<file path="src/rtl/ysyx_22040088_lsu.sv">
// Load/store unit sitting after EXU: one instruction in flight, request/response
// data-memory port with byte-lane alignment, write masks and load extension.
module ysyx_22040088_lsu #(
  parameter int XLEN = 64,
  parameter int RD_W = 5
) (
  input  logic            clk,
  input  logic            rst,
  input  logic            in_valid,
  output logic            in_ready,
  input  logic [4:0]      in_memop,
  input  logic [XLEN-1:0] in_addr,
  input  logic [XLEN-1:0] in_wdata,
  input  logic [RD_W-1:0] in_rd,
  input  logic            in_rf_wen,
  output logic            req_valid,
  input  logic            req_ready,
  output logic            req_wen,
  output logic [XLEN-1:0] req_addr,
  output logic [XLEN-1:0] req_wdata,
  output logic [7:0]      req_wmask,
  input  logic            resp_valid,
  input  logic [XLEN-1:0] resp_rdata,
  output logic            out_valid,
  input  logic            out_ready,
  output logic [XLEN-1:0] out_data,
  output logic [RD_W-1:0] out_rd,
  output logic            out_rf_wen,
  output logic            out_misalign
);

  typedef enum logic [1:0] {
    IDLE = 2'd0,
    REQ  = 2'd1,
    WAIT = 2'd2,
    DONE = 2'd3
  } state_t;

  state_t          r_state;
  state_t          w_state_next;

  logic [4:0]      r_memop;
  logic [XLEN-1:0] r_addr;
  logic [XLEN-1:0] r_wdata;
  logic [RD_W-1:0] r_rd;
  logic            r_rf_wen;
  logic [XLEN-1:0] r_out_data;
  logic            r_out_rf_wen;
  logic            r_out_misalign;

  logic            w_in_mem;
  logic            w_in_misalign;
  logic            w_is_store;
  logic [7:0]      w_size_mask;
  logic [XLEN-1:0] w_lane;
  logic [XLEN-1:0] w_load_data;
  logic            w_unsigned;

  // Alignment is judged on the incoming address so the branch happens at accept.
  assign w_in_mem = in_memop[0] | in_memop[1];
  always_comb begin
    w_in_misalign = 1'b0;
    case (in_memop[3:2])
      2'b00:   w_in_misalign = 1'b0;
      2'b01:   w_in_misalign = in_addr[0];
      2'b10:   w_in_misalign = |in_addr[1:0];
      default: w_in_misalign = |in_addr[2:0];
    endcase
  end

  // A store bit wins over a load bit when both are set.
  assign w_is_store = r_memop[1];
  assign w_unsigned = r_memop[4];

  always_comb begin
    w_size_mask = 8'h00;
    case (r_memop[3:2])
      2'b00:   w_size_mask = 8'h01;
      2'b01:   w_size_mask = 8'h03;
      2'b10:   w_size_mask = 8'h0F;
      default: w_size_mask = 8'hFF;
    endcase
  end

  assign w_lane = resp_rdata >> {r_addr[2:0], 3'b000};

  always_comb begin
    w_load_data = '0;
    case (r_memop[3:2])
      2'b00:   w_load_data = {{56{w_lane[7]  & ~w_unsigned}}, w_lane[7:0]};
      2'b01:   w_load_data = {{48{w_lane[15] & ~w_unsigned}}, w_lane[15:0]};
      2'b10:   w_load_data = {{32{w_lane[31] & ~w_unsigned}}, w_lane[31:0]};
      default: w_load_data = w_lane;
    endcase
  end

  // State register
  always_ff @(posedge clk or posedge rst) begin
    if (rst) begin
      r_state <= IDLE;
    end else begin
      r_state <= w_state_next;
    end
  end

  // Next-state logic
  always_comb begin
    w_state_next = r_state;
    case (r_state)
      IDLE: begin
        if (in_valid) begin
          if (w_in_mem && !w_in_misalign) begin
            w_state_next = REQ;
          end else begin
            w_state_next = DONE;
          end
        end
      end
      REQ:     if (req_ready)  w_state_next = WAIT;
      WAIT:    if (resp_valid) w_state_next = DONE;
      default: if (out_ready)  w_state_next = IDLE;
    endcase
  end

  // Output logic
  always_comb begin
    in_ready  = (r_state == IDLE);
    req_valid = (r_state == REQ);
    out_valid = (r_state == DONE);
  end

  assign req_wen      = w_is_store;
  assign req_addr     = {r_addr[XLEN-1:3], 3'b000};
  assign req_wdata    = r_wdata << {r_addr[2:0], 3'b000};
  assign req_wmask    = w_is_store ? (w_size_mask << r_addr[2:0]) : 8'h00;
  assign out_data     = r_out_data;
  assign out_rd       = r_rd;
  assign out_rf_wen   = r_out_rf_wen;
  assign out_misalign = r_out_misalign;

  // Instruction latch and write-back result registers
  always_ff @(posedge clk or posedge rst) begin
    if (rst) begin
      r_memop        <= '0;
      r_addr         <= '0;
      r_wdata        <= '0;
      r_rd           <= '0;
      r_rf_wen       <= 1'b0;
      r_out_data     <= '0;
      r_out_rf_wen   <= 1'b0;
      r_out_misalign <= 1'b0;
    end else begin
      if (r_state == IDLE && in_valid) begin
        r_memop  <= in_memop;
        r_addr   <= in_addr;
        r_wdata  <= in_wdata;
        r_rd     <= in_rd;
        r_rf_wen <= in_rf_wen;
        if (!w_in_mem) begin
          r_out_data     <= in_addr;
          r_out_rf_wen   <= in_rf_wen;
          r_out_misalign <= 1'b0;
        end else if (w_in_misalign) begin
          r_out_data     <= '0;
          r_out_rf_wen   <= 1'b0;
          r_out_misalign <= 1'b1;
        end else begin
          r_out_data     <= '0;
          r_out_rf_wen   <= 1'b0;
          r_out_misalign <= 1'b0;
        end
      end else if (r_state == WAIT && resp_valid) begin
        if (w_is_store) begin
          r_out_data   <= '0;
          r_out_rf_wen <= 1'b0;
        end else begin
          r_out_data   <= w_load_data;
          r_out_rf_wen <= r_rf_wen;
        end
      end
    end
  end

endmodule
</file>
<file path="config.mk">
export PLATFORM = sky130hd
export DESIGN_NAME = ysyx_22040088_lsu
export DESIGN_NICKNAME = d
export VERILOG_FILES = /design/src/rtl/ysyx_22040088_lsu.sv
export SDC_FILE = /design/constraint.sdc
export NUM_CORES = 1
export LEC_CHECK = 0
export CAP_MARGIN = 25
export CORE_MARGIN = 2
export CORE_UTILIZATION = 30
export DETAILED_ROUTE_END_ITERATION = 16
export SLEW_MARGIN = 20
export SYNTH_ARGS = -nofsm -noshare
export SYNTH_HDL_FRONTEND = slang
export SYNTH_SLANG_ARGS = --single-unit
</file>
<file path="constraint.sdc">
create_clock -name clk -period 7.8 [get_ports clk]
set_input_delay 1.95 -clock clk [delete_from_list [all_inputs] [get_ports clk]]
set_output_delay 1.95 -clock clk [all_outputs]
set_load 0.02 [all_outputs]
</file>
==> results.md, run 1 <==
- RSZ-0062 raised after global routing: false
- Max_slew headroom: 34.47%
- CTS root buf: clkbuf_16
- First-pass GRT wire length: 85870 um
- R2R setup slack: 3.74 ns
- Final hold slack: 0.4708 ns
- WL/cell: 24.50 um
- Count leader, synth: nand2_1
- Die height: 210.4 um
- Synth unique cells: 50
- Fill count: 4188
- Commonest cells in the netlist: nand2_1 (515), dfrtp_1 (206), mux2i_1 (117)
- Quantity of hold-fixing buffers added after cts: 0
- #FFs+latches synth: 206
- Critical path type: reg2out
- Total power: 8653 uW
- Share of post-route cells with drive strength above 1: ~7%
- PostCTS Resize Cnt: 0
- Largest net degree at the start of global routing: 104
- Seq/Total Area, Yosys: 40.35%
- Yosys top cell area share: 40.35%
- Core area: 41950 um2
- Startpoint type of the worst setup path: flip-flop
- H-Tree Depth: 1
- FMAX: around 170 MHz
- # nets final: between 2000 and 2500
- Number of global-route vias before repair: 12750
- Max-Cap Viols: 0
- Final setup viols: 0
- Initial Utilization: between 30% and 40%
- Status: finished, final reports clean
- CP max stage delay: 0.83 ns
- PD cells: 486.5 nW/um2
- Synthesis-to-layout area growth: 39.25%
- Leakage: 0.007692 uW
- Clock Tree Buf Depth: 3
- DRT iter0 DRCs: roughly 1000
- Cell Area, Placed: 16880 um2
- Crit path to: req_wdata[52]
- R2r worst-path depth: 8
- Critical path buffer and inverter count: 2
- Final min period: 5.759 ns
- Port buffer count: 416
- Postcts setup bufs: 0
- Largest fanout on the critical path: 76
- Final WL: 58720 um
- Gpl congestion: between 0.9 and 1
- Post-synth EDFFs: 0
- Dominant cell type by area after synthesis: dfrtp_1
- Clock sink count: ~210
- Netlist Area Pre-Place: 12770 um2
- DRT Pass-1 Iters: 8
- Delay-heaviest family, CP: buffers and inverters
- Setup tns final: 0 ns
- Total CTS buffers: 27
- Maximum VDD drop: 341.9 uV
- Worst-Skew Late Latency: 0.55 ns
- Antenna violations before repair: 10
- Worst setup EP type: output port
- Crit path from: r_addr[0]$_DFFE_PP0P_
- Routed Antenna Nets: 0
- Post-synthesis async set-or-reset flop share: 100.0%
- Worst path required time: 5.85 ns
- Vias per Instance: 5.278
- HP Class: reg2reg
- Mean post-synth cell area: 8.226 um2
- DP HPWL: 43940 um
- Reg clk slew, reported paths: 0.07 ns
- Tcrit/Tclk final: 73.84%
- CTS tree: yes
- Warnings, synthesis: 0
- Main flop type after synthesis: dfrtp_1
- Data arrival time of the worst path: between 3 and 4 ns
- Final Cell Area: 17790 um2
- Row cnt: 75
- DIE WIDTH: 210.4 um
- Total congestion overflow: 0
- Crit-path slowest cell: dfrtp_4
- Slew Viols, Final: 0
- Boundary Pins: 420
- Final Core Density: 42.41%
- Synth Instances: between 1500 and 2000
- Crit path cell chain: buf_4 -> nor2b_1 -> a21oi_1 -> o21ai_0 -> clkdlybuf4s50_1
- FF-to-FF End: out_data[59]$_DFFE_PP0P_
- WP depth: 5
- DRC viols: 0
- Final Hold Fails: 0
- R2R Path Start: r_addr[0]$_DFFE_PP0P_
- Top post-synthesis cells by area: dfrtp_1 (40%), nand2_1 (15%), mux2i_1 (9.2%), o21ai_0 (3.9%), buf_4 (3.8%)
- Worst slew pin tran: 0.9830 ns
- Vias: around 13000
- Total GRT Usage: 25.99%
- Die area: 44250 um2
- Worst Skew: 0.01647 ns
## report_power, final
| part | leakage (uW) | switching, uW | total [uW] | internal [uW] |
|---|---|---|---|---|
| clock network | 0.000434 | 513 | 1270 | 759 |
| logic | 0.00469 | 3000 | 5190 | 2190 |
| registers | 0.00257 | 611 | 2190 | 1580 |
| total | 0.00769 | 4130 | 8650 | 4530 |
## tightest hold or removal path, stage by stage, from the launching register on
cell	delay, ns
dfrtp_1	0.34
nand2_1	0.05
nand2_1	0.05
## routing by layer
metal | part of all wire [%] | vias up | track usage (%) | wire length (um)
met5 | 0.14 | - | 0 | 80
met4 | 2.9 | 12 | 8.266 | 1684
met3 | 8.3 | 109 | 6.421 | 4884
met2 | 48 | 557 | 44.29 | 28240
met1 | 41 | 6139 | 32.30 | 23830
li1 | - | 5834 | - | -
## cell usage in the layout (no fill, tap or decap), types with 4 or more instances in the layout
master	n
and2_1	21
a21oi_1	56
o211ai_1	8
a211o_1	6
o21ai_0	100
o21ai_1	20
a22oi_1	41
buf_4	19
nand2_1	514
clkbuf_1	4
inv_1	7
a211oi_1	18
nor2b_1	12
mux2i_1	117
clkdlybuf4s50_1	416
nor3b_1	4
mux2_2	34
mux4_2	14
o22ai_1	26
clkbuf_16	27
a31oi_1	19
nor2_1	66
a221oi_1	15
diode_2	5
nor3_1	9
clkinv_2	6
dfrtp_1	203
ha_1	4
## flip-flops by register name, indices dropped and copies added, names as in the netlist
register,count
out_misalign,1
r_memop,4
r_wdata,64
r_rf_wen,1
out_data,64
out_rf_wen,1
out_rd,5
r_addr,64
r_state,2
## through the flow
step           setup WS, ns  instances
3_5_place_dp          2.703       2345
5_1_grt               1.819       2395
2_1_floorplan        0.2259       1555
6_report              2.041       2397
3_3_place_gp          2.682       2344
4_1_cts               2.080       2391
## cell families after synthesis
family          count (synthesis)  synth area share [%]
fa+ha+maj                       4                0.3918
compound gates                340                 16.61
mux                           165                 14.63
simple gates                  643                 20.16
other cells                     1               0.02935
buf+inv                       194                 7.826
flops                         206                 40.35
## final cells by class
type | count | area (um2) | area share, %
Antenna cell | 5 | 12.51 | 0.07034
Clock buffer | 34 | 732.0 | 4.115
Clock inverter | 12 | 145.1 | 0.8159
Inverter | 8 | 37.54 | 0.2110
Multi-Input combinational cell | 1155 | 6680 | 37.55
Sequential cell | 206 | 5166 | 29.04
Tap cell | 539 | 674.4 | 3.791
Timing Repair Buffer | 438 | 4340 | 24.40
## how the worst min path moves through the flow
stage | start | to | slack [ns] | cells past startpoint
2_1_floorplan | r_rf_wen$_DFFE_PP0P_ | r_rf_wen$_DFFE_PP0P_ | 0.44 | 2
3_3_place_gp | r_rf_wen$_DFFE_PP0P_ | r_rf_wen$_DFFE_PP0P_ | 0.45 | 2
3_5_place_dp | r_rf_wen$_DFFE_PP0P_ | r_rf_wen$_DFFE_PP0P_ | 0.46 | 2
4_1_cts | r_rf_wen$_DFFE_PP0P_ | r_rf_wen$_DFFE_PP0P_ | 0.48 | 2
5_1_grt | r_addr[46]$_DFFE_PP0P_ | r_addr[46]$_DFFE_PP0P_ | 0.49 | 2
6_report | r_rf_wen$_DFFE_PP0P_ | r_rf_wen$_DFFE_PP0P_ | 0.47 | 2
Note: power is estimated with default switching activity, not from simulation.
==> inputs of run 2 (changes only) <==
==> constraint.sdc (replaced) <==
create_clock -name clk -period 5.3 [get_ports clk]
set_input_delay 1.325 -clock clk [delete_from_list [all_inputs] [get_ports clk]]
set_output_delay 1.325 -clock clk [all_outputs]
set_load 0.02 [all_outputs]
==> results.md, run 2 (synthesized netlist as in run 1, its figures left out) <==
- Status: finished, final reports clean
- Fill count: 4146
- Startpoint type of the worst setup path: flip-flop
- Total power: 12830 uW
- # nets final: 2052
- FMAX: roughly 210 MHz
- Total congestion overflow: 0
- Routed Antenna Nets: 0
- Worst setup EP type: output port
- Antenna violations before repair: 15
- RSZ-0062 raised after global routing: false
- Vias per Instance: 5.256
- Vias: ~13000
- Most common cell after layout, fill and taps aside: nand2_1
- Area occupied by multi-input gates: about 6700 um2
- Net Sw Frac: 47.41%
- NetSw: 6081 uW
- Final WL: between 50000 and 60000 um
- Clock power frac: 15.1%
- CTS tree: yes
- Setup tns final: 0 ns
- Reg clk slew, reported paths: 0.07 ns
- Core area: ~42000 um2
- Initial Utilization: 30.45%
- Max_slew headroom: 37.55%
- Worst-Skew Late Latency: 0.56 ns
- Logic pwr share: 59.4%
- H-Tree Depth: 1
- Worst slew pin tran: 0.9297 ns
- Quantity of hold-fixing buffers added after cts: 0
- WL/cell: 24.36 um
- Most frequent cells in the layout: nand2_1 (514), clkdlybuf4s50_1 (416), dfrtp_1 (203)
- Row cnt: between 70 and 80
- Final min period: 4.773 ns
- Sequential power share: 25.5%
- Worst path required time: 3.97 ns
- DIE WIDTH: approximately 210 um
- Maximum VDD drop: ~450 uV
- PostCTS Resize Cnt: 0
- Die height: 210.4 um
- Tcrit/Tclk final: 90.06%
- Boundary Pins: 420
- DRT Pass-1 Iters: 5
- Share of post-route cells with drive strength above 1: 7.212%
- Die area: 44250 um2
- HP Class: reg2reg
- Total GRT Usage: 25.90%
- Max-Cap Viols: 0
- Gpl congestion: between 0.8 and 0.9
- Final Cell Area: 17920 um2
- Slew Viols, Final: 0
- DP HPWL: 43000 um
- First-pass GRT wire length: 85520 um
- Data arrival time of the worst path: ~3.5 ns
- Final Hold Fails: 0
- Largest net degree at the start of global routing: 142
- Largest fanout on the critical path: 62
- Number of global-route vias before repair: around 13000
- Synthesis-to-layout area growth: 40.30%
- Final hold slack: 0.4712 ns
- Critical path type: reg2out
- Postcts setup bufs: 0
- Clock sink count: 206
- PD cells: 715.6 nW/um2
- Leakage: 0.007741 uW
- Worst Skew: roughly 0.015 ns
- Final setup viols: 0
- Cell internal pwr: 6746 uW
- Total CTS buffers: 26
- Cell Area, Placed: 16950 um2
- CTS root buf: clkbuf_16
- Clock Tree Buf Depth: 3
- Port buffer count: around 420
- DRC viols: 0
- Register Area: roughly 5200 um2
- DRT iter0 DRCs: 1011
run 2: changes by cell type in the layout (fill, tap and decap cells not counted):
cell	delta
buf_12	+5
buf_6	-2
bufinv_16	+1
clkbuf_4	+1
clkbuf_8	+1
clkinv_2	-1
clkinvlp_4	+2
diode_2	+3
inv_6	-1
inv_8	-1
nor4_2	-1
nor4_4	+1
run 2: critical path, cell delays in order (launching register included):
cell and delay [ns]:
dfrtp_4 0.98, buf_4 0.42, mux2_2 0.38, o21ai_0 0.30, o21ai_0 0.15, clkdlybuf4s50_1 0.57
run 2: power groups by stage:
stage / Sequential, uW / Clock, uW / Combinational [uW]
floorplan: 3060 / 0 / 4630
global placement: 3280 / 0 / 7560
detailed placement: 3280 / 0 / 7570
CTS: 3260 / 1980 / 7630
global route: 3360 / 2040 / 8210
finish: 3270 / 1940 / 7610
run 2: final cells by class:
cell class                 instances  share of cell area, %
multi-input combinational       1155                  37.32
inverter                           8                 0.1885
sequential                       206                  28.82
timing repair buffer             442                  24.69
clock buffer                      35                  4.161
antenna                            8                 0.1117
tap                              539                  3.763
clock inverter                    12                 0.9424
run 2: per-stage QoR:
stage               instances  setup WS [ns]  util, %
global placement         2347          1.172    40.41
floorplan                1555          1.303        -
global route             2400         0.4372    42.70
CTS                      2394         0.5416    42.59
finish                   2405         0.5269    42.73
detailed placement       2347          1.166    40.41
run 2: path summary, 6_finish.rpt:
path	slack, ns	startpoint	cells past startpoint	end
setup / recovery	0.53	r_addr[1]$_DFFE_PP0P_	5	req_wdata[54]
hold / removal	0.47	r_addr[37]$_DFFE_PP0P_	2	r_addr[37]$_DFFE_PP0P_
setup reg to reg	1.62	r_addr[0]$_DFFE_PP0P_	7	out_data[47]$_DFFE_PP0P_
hold reg to reg	0.47	r_addr[37]$_DFFE_PP0P_	2	r_addr[37]$_DFFE_PP0P_
max in group asynchronous	3.17	rst	4	r_wdata[41]$_DFFE_PP0P_
min in group asynchronous	1.07	rst	2	r_wdata[43]$_DFFE_PP0P_
run 2: routing by layer:
layer / global-route usage [%] / vias up / share of wire [%]
met5: 0 / - / 0.17
met4: 9.244 / 14 / 3.8
met3: 6.600 / 113 / 8.4
met2: 43.95 / 555 / 48
met1: 31.85 / 6104 / 40
li1: - / 5855 / -
==> inputs of run 3 (changes only) <==
--- a/config.mk
+++ b/config.mk
@@ -8,6 +8,7 @@
 export CAP_MARGIN = 25
 export CORE_MARGIN = 2
 export CORE_UTILIZATION = 30
+export CTS_CLUSTER_SIZE = 12
 export DETAILED_ROUTE_END_ITERATION = 16
 export SLEW_MARGIN = 20
 export SYNTH_ARGS = -nofsm -noshare
==> results.md, run 3 (synthesized netlist as in run 1, its figures left out) <==
- Boundary Pins: 420
- Row cnt: 75
- Die area: 44250 um2
- Final Core Density: 42.74%
- Final std cells w/o fill: 2406
- Leakage: 0.007741 uW
- Worst setup EP type: output port
- Final Hold Fails: 0
- Total CTS buffers: 26
- Worst slew pin tran: just over 0.9 ns
- Vias per Instance: 5.271
- FMAX: 206.5 MHz
- Tcrit/Tclk final: 91.36%
- Vias: 12680
- Most used cell along the critical path: o21ai_0
- DRC viols: 0
- Startpoint type of the worst setup path: flip-flop
- Delay-heaviest family, CP: buffers and inverters
- Total congestion overflow: 0
- Critical path buffer and inverter count: 2
- Post-Place Cells: 2347
- Core area: 41950 um2
- Clock Tree Buf Depth: 3
- First-pass GRT wire length: 85520 um
- PD cells: between 700 and 800 nW/um2
- PostCTS Resize Cnt: 0
- Largest net degree at the start of global routing: 142
- Synthesis-to-layout area growth: 40.32%
- Final hold slack: ~0.47 ns
- Slew Viols, Final: 0
- Final WL: between 50000 and 60000 um
- Antenna violations before repair: 15
- Clock sink count: ~200
- RSZ-0062 raised after global routing: false
- DRT Pass-1 Iters: 6
- DP HPWL: 43000 um
- CTS tree: yes
- Total power: 12830 uW
- HP Class: reg2reg
- Quantity of hold-fixing buffers added after cts: 0
- Gpl congestion: 0.8692
- DRT iter0 DRCs: slightly below 1000
- Postcts setup bufs: 0
- Maximum VDD drop: 446.0 uV
- Setup tns final: 0 ns
- DIE WIDTH: 210.4 um
- Worst Skew: 0.01379 ns
- WL/cell: between 20 and 25 um
- Most frequent cells in the layout: nand2_1 (514), clkdlybuf4s50_1 (416), dfrtp_1 (203)
- Reg clk slew, reported paths: 0.07 ns
- Total GRT Usage: 25.90%
- Critical path type: reg2out
- Port buffer count: 416
- # nets final: 2052
- CP max stage delay: 0.98 ns
- H-Tree Depth: 1
- Final setup viols: 0
- Initial Utilization: 30.45%
- Data arrival time of the worst path: between 3 and 4 ns
- Crit path cell chain: buf_4 -> mux2_2 -> o21ai_0 -> o21ai_0 -> clkdlybuf4s50_1
- Crit-path slowest cell: dfrtp_4
- Number of global-route vias before repair: 12690
- CTS root buf: clkbuf_16
- Worst-Skew Late Latency: approximately 0.56 ns
- Max-Cap Viols: 0
- Most common cell after layout, fill and taps aside: nand2_1
- Largest fanout on the critical path: 62
- Final min period: 4.842 ns
- Share of post-route cells with drive strength above 1: 7.212%
- Routed Antenna Nets: 0
- Die height: around 210 um
- Status: finished, final reports clean
- Worst path required time: 3.97 ns
- Max_slew headroom: 37.34%
[run 3: power breakdown]
part	leakage (uW)	internal (uW)	switching, uW	total (uW)
Sequential	0.00257	2320	951	3270
Combinational	0.00472	3240	4370	7620
Clock	0.000447	1180	760	1940
Total	0.00774	6750	6080	12800
[run 3: tightest hold or removal path: cells and delay by family (launching register included)]
| kind | cells | cell delay [ns] |
|---|---|---|
| DFF | 1 | 0.34 |
| and+or+nand+nor | 2 | 0.10 |
[run 3: through the flow]
| step | setup WS, ns | cell area [um2] |
|---|---|---|
| after floorplan | 1.303 | 12790 |
| final | 0.4579 | 17930 |
| after global routing | 0.4372 | 17910 |
| after CTS | 0.5416 | 17860 |
| after detailed placement | 1.166 | 16950 |
| after global placement | 1.172 | 16950 |
[run 3: layer usage]
| layer | track usage (%) | wire, um | vias up |
|---|---|---|---|
| met4 | 9.244 | 2194 | 10 |
| met3 | 6.600 | 4797 | 111 |
| li1 | - | - | 5857 |
| met5 | 0 | 72 | - |
| met1 | 31.85 | 23540 | 6139 |
| met2 | 43.95 | 28000 | 564 |
[run 3: layout make-up]
class,instances,area [um2]
sequential,206,5166
antenna,9,22.52
inverter,8,33.78
clock buffer,35,745.7
tap,539,674.4
fill,4146,24020
timing repair buffer,442,4425
clock inverter,12,168.9
multi-input combinational,1155,6689
[run 3: worst paths after layout]
check                                      start                       end  slack [ns]  cells past startpoint
setup reg to reg           r_addr[0]$_DFFE_PP0P_  out_data[47]$_DFFE_PP0P_        1.63                      7
min in group asynchronous                    rst   r_wdata[43]$_DFFE_PP0P_        1.07                      2
hold / removal              r_rf_wen$_DFFE_PP0P_      r_rf_wen$_DFFE_PP0P_        0.47                      2
max in group asynchronous                    rst   r_wdata[41]$_DFFE_PP0P_        3.16                      4
hold reg to reg             r_rf_wen$_DFFE_PP0P_      r_rf_wen$_DFFE_PP0P_        0.47                      2
setup / recovery           r_addr[1]$_DFFE_PP0P_             req_wdata[54]        0.46                      5
